==> src/rtl/wdt_pkg.sv <==
// Shared types and default constants for the watchdog service agent.
//   agent_state_t : agent FSM states
//   *_DEF         : default values for the agent parameters
package wdt_pkg;

  typedef enum logic [2:0] {
    IDLE         = 3'd0,
    ARMED        = 3'd1,
    SERVICE      = 3'd2,
    RECOVER_KICK = 3'd3,
    ESCALATE     = 3'd4
  } agent_state_t;

  localparam int unsigned MIN_GAP_DEF         = 4;
  localparam int unsigned RECOVER_TIMEOUT_DEF = 64;
  localparam int unsigned INTR_LIMIT_DEF      = 3;
  localparam int unsigned CNT_WIDTH_DEF       = 8;

endpackage

==> src/rtl/wdt_kick_gen.sv <==
// Rate-limited kick generator for the watchdog flag input.
// Heartbeats latch a pending request; the request turns into a one-cycle
// kick once at least MIN_GAP cycles separate it from the previous kick.
// Ports:
//   clk, rst       : clock, synchronous active-high reset
//   heartbeat      : activity pulse from the monitored logic
//   allow          : heartbeats may be latched and turned into kicks
//   force_kick     : unconditional kick (recovery completion)
//   clear_pending  : drop any latched heartbeat request
//   kick           : registered one-cycle kick pulse
//   hb_kick        : a heartbeat-driven kick is being issued at this edge
module wdt_kick_gen
  import wdt_pkg::*;
#(
  parameter int unsigned MIN_GAP = MIN_GAP_DEF
) (
  input  logic clk,
  input  logic rst,
  input  logic heartbeat,
  input  logic allow,
  input  logic force_kick,
  input  logic clear_pending,
  output logic kick,
  output logic hb_kick
);

  localparam int GAP_W = ($clog2(MIN_GAP + 1) > 0) ? $clog2(MIN_GAP + 1) : 1;
  localparam logic [GAP_W-1:0] GAP_MAX = GAP_W'(MIN_GAP);

  logic             pending;
  logic [GAP_W-1:0] gap;
  logic [GAP_W-1:0] gap_inc;

  function automatic logic [GAP_W-1:0] gap_sat_inc(input logic [GAP_W-1:0] g);
    return (g >= GAP_MAX) ? GAP_MAX : g + 1'b1;
  endfunction

  // The gap test uses the post-increment value so consecutive kicks land
  // exactly MIN_GAP cycles apart when heartbeats are continuous.
  assign gap_inc = gap_sat_inc(gap);
  assign hb_kick = allow && pending && (gap_inc >= GAP_MAX);

  always_ff @(posedge clk) begin
    if (rst) begin
      pending <= 1'b0;
      gap     <= GAP_MAX;
      kick    <= 1'b0;
    end else begin
      kick <= hb_kick || force_kick;
      gap  <= (hb_kick || force_kick) ? '0 : gap_inc;
      // Heartbeats arriving while a request is latched collapse into it.
      if (clear_pending || hb_kick)
        pending <= 1'b0;
      else if (allow && heartbeat)
        pending <= 1'b1;
    end
  end

endmodule

==> src/rtl/wdt_service_agent.sv <==
// Host-side watchdog service agent. Converts heartbeats into rate-limited
// kicks, answers watchdog interrupts with a recovery handshake, and raises a
// sticky escalation on recovery timeout or repeated interrupts.
// Ports:
//   clk, rst      : clock, synchronous active-high reset
//   en            : agent enable; low returns to IDLE (except from ESCALATE)
//   heartbeat     : activity pulse from the monitored logic
//   wdt_intr      : watchdog interrupt level; rising edge is the event
//   recover_done  : recovery completion pulse
//   kick          : one-cycle pulse to the watchdog flag input
//   recover_req   : recovery request level
//   escalate      : sticky fault, cleared only by rst
//   intr_count    : saturating count of interrupt events
module wdt_service_agent
  import wdt_pkg::*;
#(
  parameter int unsigned MIN_GAP         = MIN_GAP_DEF,
  parameter int unsigned RECOVER_TIMEOUT = RECOVER_TIMEOUT_DEF,
  parameter int unsigned INTR_LIMIT      = INTR_LIMIT_DEF,
  parameter int unsigned CNT_WIDTH       = CNT_WIDTH_DEF
) (
  input  logic                 clk,
  input  logic                 rst,
  input  logic                 en,
  input  logic                 heartbeat,
  input  logic                 wdt_intr,
  input  logic                 recover_done,
  output logic                 kick,
  output logic                 recover_req,
  output logic                 escalate,
  output logic [CNT_WIDTH-1:0] intr_count
);

  localparam int TMO_W    = (RECOVER_TIMEOUT > 1) ? $clog2(RECOVER_TIMEOUT) : 1;
  localparam int CONSEC_W = ($clog2(INTR_LIMIT + 1) > 0) ? $clog2(INTR_LIMIT + 1) : 1;
  localparam logic [TMO_W-1:0]    TMO_LAST   = TMO_W'(RECOVER_TIMEOUT - 1);
  localparam logic [CONSEC_W-1:0] CONSEC_LIM = CONSEC_W'(INTR_LIMIT);

  agent_state_t        state;
  logic                intr_prev;
  logic                intr_rise;
  logic [TMO_W-1:0]    tmo;
  logic [CONSEC_W-1:0] consec;
  logic [CONSEC_W-1:0] consec_next;
  logic                allow;
  logic                clear_pending;
  logic                force_kick;
  logic                hb_kick;

  function automatic logic [CNT_WIDTH-1:0] cnt_sat_inc(input logic [CNT_WIDTH-1:0] c);
    return (c == '1) ? c : c + 1'b1;
  endfunction

  function automatic logic [CONSEC_W-1:0] consec_sat_inc(input logic [CONSEC_W-1:0] c);
    return (c == '1) ? c : c + 1'b1;
  endfunction

  assign intr_rise   = wdt_intr && !intr_prev;
  assign consec_next = consec_sat_inc(consec);

  // An interrupt edge pre-empts any heartbeat kick decided on the same edge.
  assign allow         = (state == ARMED) && en && !intr_rise;
  assign clear_pending = !allow;
  assign force_kick    = (state == SERVICE) && en && recover_done;

  wdt_kick_gen #(
    .MIN_GAP (MIN_GAP)
  ) u_kick_gen (
    .clk           (clk),
    .rst           (rst),
    .heartbeat     (heartbeat),
    .allow         (allow),
    .force_kick    (force_kick),
    .clear_pending (clear_pending),
    .kick          (kick),
    .hb_kick       (hb_kick)
  );

  always_ff @(posedge clk) begin
    if (rst) begin
      state       <= IDLE;
      recover_req <= 1'b0;
      escalate    <= 1'b0;
      intr_count  <= '0;
      consec      <= '0;
      intr_prev   <= 1'b0;
      tmo         <= '0;
    end else begin
      intr_prev <= wdt_intr;
      case (state)
        IDLE: begin
          if (en) state <= ARMED;
        end
        ARMED: begin
          if (!en) begin
            state <= IDLE;
          end else if (intr_rise) begin
            intr_count <= cnt_sat_inc(intr_count);
            consec     <= consec_next;
            tmo        <= '0;
            if (consec_next == CONSEC_LIM) begin
              state    <= ESCALATE;
              escalate <= 1'b1;
            end else begin
              state       <= SERVICE;
              recover_req <= 1'b1;
            end
          end else if (hb_kick) begin
            consec <= '0;
          end
        end
        SERVICE: begin
          if (!en) begin
            state       <= IDLE;
            recover_req <= 1'b0;
          end else begin
            // Interrupts during recovery are only counted.
            if (intr_rise) intr_count <= cnt_sat_inc(intr_count);
            if (recover_done) begin
              state       <= RECOVER_KICK;
              recover_req <= 1'b0;
            end else if (tmo == TMO_LAST) begin
              state       <= ESCALATE;
              recover_req <= 1'b0;
              escalate    <= 1'b1;
            end else begin
              tmo <= tmo + 1'b1;
            end
          end
        end
        RECOVER_KICK: begin
          // An edge landing in this single cycle is counted but starts no
          // new recovery; the edge register already holds it high.
          if (en && intr_rise) intr_count <= cnt_sat_inc(intr_count);
          state <= en ? ARMED : IDLE;
        end
        ESCALATE: begin
          state <= ESCALATE;
        end
        default: begin
          state <= IDLE;
        end
      endcase
    end
  end

endmodule
==> config.mk <==
export PLATFORM = sky130hd
export DESIGN_NAME = wdt_service_agent
export DESIGN_NICKNAME = d
export VERILOG_FILES = /design/src/rtl/wdt_pkg.sv /design/src/rtl/wdt_kick_gen.sv /design/src/rtl/wdt_service_agent.sv
export SDC_FILE = /design/constraint.sdc
export NUM_CORES = 1
export LEC_CHECK = 0
export CORE_AREA = 5 5 60 62
export DETAILED_ROUTE_END_ITERATION = 8
export DIE_AREA = 0 0 65 67
export PLACE_DENSITY = 0.73
export SYNTH_ARGS = -nofsm -noshare
export SYNTH_HDL_FRONTEND = slang
export SYNTH_SLANG_ARGS = --single-unit
==> constraint.sdc <==
create_clock -name clk -period 1.5 [get_ports clk]
set_input_delay 0.3 -clock clk [delete_from_list [all_inputs] [get_ports clk]]
set_output_delay 0.3 -clock clk [all_outputs]
set_load 0.02 [all_outputs]
==> impl_results.html <==
<table>
<tr><th>Metric</th><th>Value</th></tr>
<tr><th colspan="2">Power and ir drop</th></tr>
<tr><td>Largest vdd supply drop</td><td>0.000390 V</td></tr>
<tr><td>Standby leakage power</td><td>~0.8 nW</td></tr>
<tr><td>Power density over cell area</td><td>631 nW/um2</td></tr>
<tr><th colspan="2">Worst setup path</th></tr>
<tr><td>Startpoint type of the worst setup path</td><td>register</td></tr>
<tr><td>Critical path data arrival time</td><td>1.67 ns</td></tr>
<tr><td>Standard cell with the maximum stage delay on the critical path</td><td>sky130_fd_sc_hd__dfxtp_4</td></tr>
<tr><td>Largest fanout on the critical path</td><td>6</td></tr>
<tr><td>Worst path cell trace</td><td>nand4_1 -&gt; buf_4 -&gt; o2111a_1 -&gt; mux2_4</td></tr>
<tr><td>Worst Reg-to-Reg Cells</td><td>4</td></tr>
<tr><td>Category of the most critical setup path</td><td>reg -&gt; reg</td></tr>
<tr><td>Worst path required time</td><td>about 1.7 ns</td></tr>
<tr><td>Kind of end point of the critical path</td><td>register</td></tr>
<tr><td>Longest individual stage delay on the worst path</td><td>around 0.4 ns</td></tr>
<tr><th colspan="2">Yosys</th></tr>
<tr><td>Number of flops mapped to enable cells by yosys</td><td>0</td></tr>
<tr><td>Avg Synthesized Cell Area</td><td>between 8 and 9 um2</td></tr>
<tr><td>Syn Inst Count</td><td>159</td></tr>
<tr><td>Syn_nets</td><td>169</td></tr>
<tr><td>Most used DFF post-synth</td><td>sky130_fd_sc_hd__dfxtp_1</td></tr>
<tr><td>Asr flop ratio synth</td><td>0</td></tr>
<tr><td>Post-synthesis sequential area ratio</td><td>0.381</td></tr>
<tr><td>Area of the mapped netlist</td><td>1420 um2</td></tr>
<tr><td>Number of synthesized register bits</td><td>27</td></tr>
<tr><td>Number of distinct library cells after synthesis</td><td>48</td></tr>
<tr><td>Synth warnings</td><td>0</td></tr>
<tr><th colspan="2">Clock tree</th></tr>
<tr><td>Hold-fix buffer count after cts</td><td>0</td></tr>
<tr><td>CTS Buf Count</td><td>3</td></tr>
<tr><td># H-tree levels</td><td>1</td></tr>
<tr><td>Root cell of the clock tree</td><td>sky130_fd_sc_hd__clkbuf_4</td></tr>
<tr><td>Register clock-pin slew on the reported worst setup and hold paths</td><td>roughly 0.14 ns</td></tr>
<tr><td>TritonCTS clock tree</td><td>built</td></tr>
<tr><td>Later-pin clock latency in the skew report</td><td>approximately 0.32 ns</td></tr>
<tr><td>Maximum number of buffers from clock root to sink</td><td>2</td></tr>
<tr><td>Number of clock sinks</td><td>27</td></tr>
<tr><th colspan="2">Route</th></tr>
<tr><td>Number of detailed-route iterations in the first pass</td><td>4</td></tr>
<tr><td>Post-detailed-routing wire length</td><td>3.71 mm</td></tr>
<tr><td>Residual DRC count</td><td>0</td></tr>
<tr><td>Vias per cell</td><td>a little under 6</td></tr>
<tr><td>Antenna-violating nets left</td><td>0</td></tr>
<tr><td>Number of DRC markers in iteration 0</td><td>73</td></tr>
<tr><td>Vias after detailed routing</td><td>1385</td></tr>
<tr><td>Average routed wire per standard cell</td><td>15.9 um</td></tr>
<tr><th colspan="2">Floorplan</th></tr>
<tr><td>Die Outline Area</td><td>about 4400 um2</td></tr>
<tr><td>Core Rows</td><td>20</td></tr>
<tr><td>Core area</td><td>2980 um2</td></tr>
<tr><td>Starting Density</td><td>0.476</td></tr>
<tr><td>I/O pin cnt</td><td>17</td></tr>
<tr><td>Floorplan die width</td><td>approximately 65 um</td></tr>
<tr><td>Die Y</td><td>between 60 and 70 um</td></tr>
<tr><th colspan="2">Timing</th></tr>
<tr><td>Fin worst setup slack</td><td>roughly 0.053 ns</td></tr>
<tr><td>Final worst path period share</td><td>0.965</td></tr>
<tr><td>Rel. slew slack</td><td>0.797</td></tr>
<tr><td>Minimum clock period after layout</td><td>1.45 ns</td></tr>
<tr><td>Slew at the pin closest to its max-slew limit</td><td>0.303 ns</td></tr>
<tr><td>Number of hold violations in the final report</td><td>0</td></tr>
<tr><td>Post-route clock skew</td><td>0.00197 ns</td></tr>
<tr><td>Maximum clock rate</td><td>slightly below 0.7 GHz</td></tr>
<tr><td>Unrepaired setup endpoints after global routing</td><td>yes</td></tr>
<tr><td>Setup Viol. Count Final</td><td>0</td></tr>
<tr><td>Setup_tns</td><td>0 ns</td></tr>
<tr><td>Count of pins over their slew limit</td><td>0</td></tr>
<tr><td>Fin Hold WS</td><td>0.438 ns</td></tr>
<tr><th colspan="2">Status</th></tr>
<tr><td>Status</td><td>completed</td></tr>
<tr><th colspan="2">Global route</th></tr>
<tr><td>Maximum number of pins on one net before global-route repair</td><td>15</td></tr>
<tr><td>Gr usage total</td><td>0.174</td></tr>
<tr><td>Congestion Overflow GR</td><td>0</td></tr>
<tr><td>Wire length of the first global-routing pass</td><td>5.98 mm</td></tr>
<tr><td>Vias in the first global route</td><td>1409</td></tr>
<tr><td>Initial antenna violation count</td><td>0</td></tr>
<tr><th colspan="2">Job</th></tr>
<tr><td>Number of max-capacitance violations reported</td><td>0</td></tr>
<tr><th colspan="2">Final layout</th></tr>
<tr><td>Area Growth Syn to Fin</td><td>35.8%</td></tr>
<tr><td>Nets@finish</td><td>212</td></tr>
<tr><td>Diodes inserted</td><td>0</td></tr>
<tr><td>Final Cell Area</td><td>about 1900 um2</td></tr>
<tr><td>Share of post-route cells with drive strength above 1</td><td>0.338</td></tr>
<tr><th colspan="2">Placement</th></tr>
<tr><td>Count of input and output buffers</td><td>16</td></tr>
<tr><td>Placed inst area</td><td>~1800 um2</td></tr>
<tr><td>Post-DP HPWL</td><td>2.73 mm</td></tr>
<tr><td>Worst setup slack after placement</td><td>-0.380 ns</td></tr>
<tr><td>Final weighted congestion in routability-driven placement</td><td>0.854</td></tr>
<tr><th colspan="2">Min path</th></tr>
<tr><td>Instance count along the most critical hold path</td><td>3</td></tr>
<tr><td>Kind of path behind the tightest hold check</td><td>in -&gt; reg</td></tr>
</table>
cell families after synthesis:
logic type	share of synthesized area
and+or+nand+nor	0.293
muxes	0.0150
buffers and inverters	0.0344
adders and majority gates	0.0353
xor gates and xnor gates	0.00617
AOI/OAI and AO/OA	0.235
DFF	0.381
cells in the final DEF (no fill, tap or decap), drive strengths merged, types with 2 or more instances in the layout:
master,netlist,final
nor4,3,3
nand4b,2,2
buf,1,26
a21oi,10,10
or3,4,4
o211a,2,2
clkbuf,3,4
nand2b,4,4
o211ai,3,3
o31ai,2,2
inv,7,7
clkdlybuf4s50,0,3
a211oi,2,2
o21ai,10,10
o21a,2,2
nor3,5,5
ha,4,4
nor2b,5,5
a21o,3,3
o31a,2,2
and3,3,3
a221oi,2,2
dfxtp,27,27
or2,2,2
nand4,2,2
nand3,11,11
and4bb,3,3
nor2,10,10
dlygate4sd2,0,12
nand2,11,11
per-stage QoR:
step	power, mW	util	instances
after floorplan	0.836	-	159
after global placement	0.902	0.596	227
after detailed placement	0.908	0.596	227
after CTS	1.22	0.608	231
after global routing	1.27	0.647	234
final	1.22	0.647	234
cell type report:
cell class,instances,area (um2)
Fill cell,267,1050
Multi-Input combinational cell,121,920
Sequential cell,27,563
Timing Repair Buffer,42,350
Tap cell,33,41.3
Clock buffer,4,26.3
Inverter,7,26.3
worst max-delay path, delay by kind of cell (launching register included):
kind,cells,cell delay (ns)
mux,1,0.30
compound gates,1,0.26
simple gates,1,0.20
flops,1,0.40
buf+inv,1,0.21
power by group:
part	internal, mW	switching (mW)	total (mW)
clock	0.104	0.209	0.313
sequential	0.725	0.0113	0.736
combinational	0.0766	0.0897	0.166
total	0.905	0.311	1.22
cells in the mapped netlist, types with 2 or more instances:
| master | instances | area share |
|---|---|---|
| sky130_fd_sc_hd__a211oi_1 | 2 | 0.011 |
| sky130_fd_sc_hd__o31ai_1 | 2 | 0.011 |
| sky130_fd_sc_hd__dfxtp_1 | 27 | 0.38 |
| sky130_fd_sc_hd__o21ai_1 | 2 | 0.0071 |
| sky130_fd_sc_hd__nor4_1 | 2 | 0.0088 |
| sky130_fd_sc_hd__nor2_1 | 10 | 0.026 |
| sky130_fd_sc_hd__o31a_1 | 2 | 0.012 |
| sky130_fd_sc_hd__o21a_1 | 2 | 0.011 |
| sky130_fd_sc_hd__inv_1 | 7 | 0.019 |
| sky130_fd_sc_hd__nor2b_1 | 5 | 0.022 |
| sky130_fd_sc_hd__nand2_1 | 11 | 0.029 |
| sky130_fd_sc_hd__a21oi_1 | 10 | 0.035 |
| sky130_fd_sc_hd__and4bb_4 | 2 | 0.023 |
| sky130_fd_sc_hd__nor3_1 | 5 | 0.018 |
| sky130_fd_sc_hd__and3_1 | 3 | 0.013 |
| sky130_fd_sc_hd__nand3_1 | 11 | 0.039 |
| sky130_fd_sc_hd__a21o_1 | 3 | 0.016 |
| sky130_fd_sc_hd__nand2b_1 | 4 | 0.018 |
| sky130_fd_sc_hd__nand4_1 | 2 | 0.0088 |
| sky130_fd_sc_hd__o211a_1 | 2 | 0.014 |
| sky130_fd_sc_hd__or2_2 | 2 | 0.0088 |
| sky130_fd_sc_hd__ha_1 | 4 | 0.035 |
| sky130_fd_sc_hd__or3_1 | 4 | 0.018 |
| sky130_fd_sc_hd__clkbuf_1 | 3 | 0.0079 |
| sky130_fd_sc_hd__nand4b_1 | 2 | 0.012 |
| sky130_fd_sc_hd__o21ai_0 | 8 | 0.028 |
flip-flops by register name, summed over array words and instances (netlist names):
register	flops
intr_prev	1
recover_req	1
consec	2
u_kick_gen.kick	1
state	3
tmo	6
u_kick_gen.gap	3
u_kick_gen.pending	1
escalate	1
intr_count	8
final timing paths:
check	start	endpoint	slack (ns)
max	intr_count[4]$_SDFFE_PP0P_	intr_count[5]$_SDFFE_PP0P_	0.05
min	wdt_intr	intr_prev$_SDFF_PP0_	0.44
max reg2reg	intr_count[4]$_SDFFE_PP0P_	intr_count[5]$_SDFFE_PP0P_	0.05
min reg2reg	escalate$_SDFFE_PP0P_	escalate$_SDFFE_PP0P_	0.47
layer usage:
| metal | wire [um] | global-route usage | share of wire | vias to the layer above |
|---|---|---|---|---|
| met5 | 0 | 0 | 0 | - |
| met4 | 34 | 0.0475 | 0.0092 | 0 |
| met3 | 149 | 0.0388 | 0.040 | 4 |
| met2 | 1870 | 0.322 | 0.50 | 30 |
| met1 | 1660 | 0.200 | 0.45 | 676 |
| li1 | - | - | - | 675 |
what timing repair did:
| action | CTS | global route |
|---|---|---|
| setup endpoints to repair | 21 | 16 |
| pin swaps | 4 | 8 |
| resized for setup | 19 | 27 |
| buffers inserted | 0 | 3 |
No activity file was read; power rests on OpenSTA's default activity.
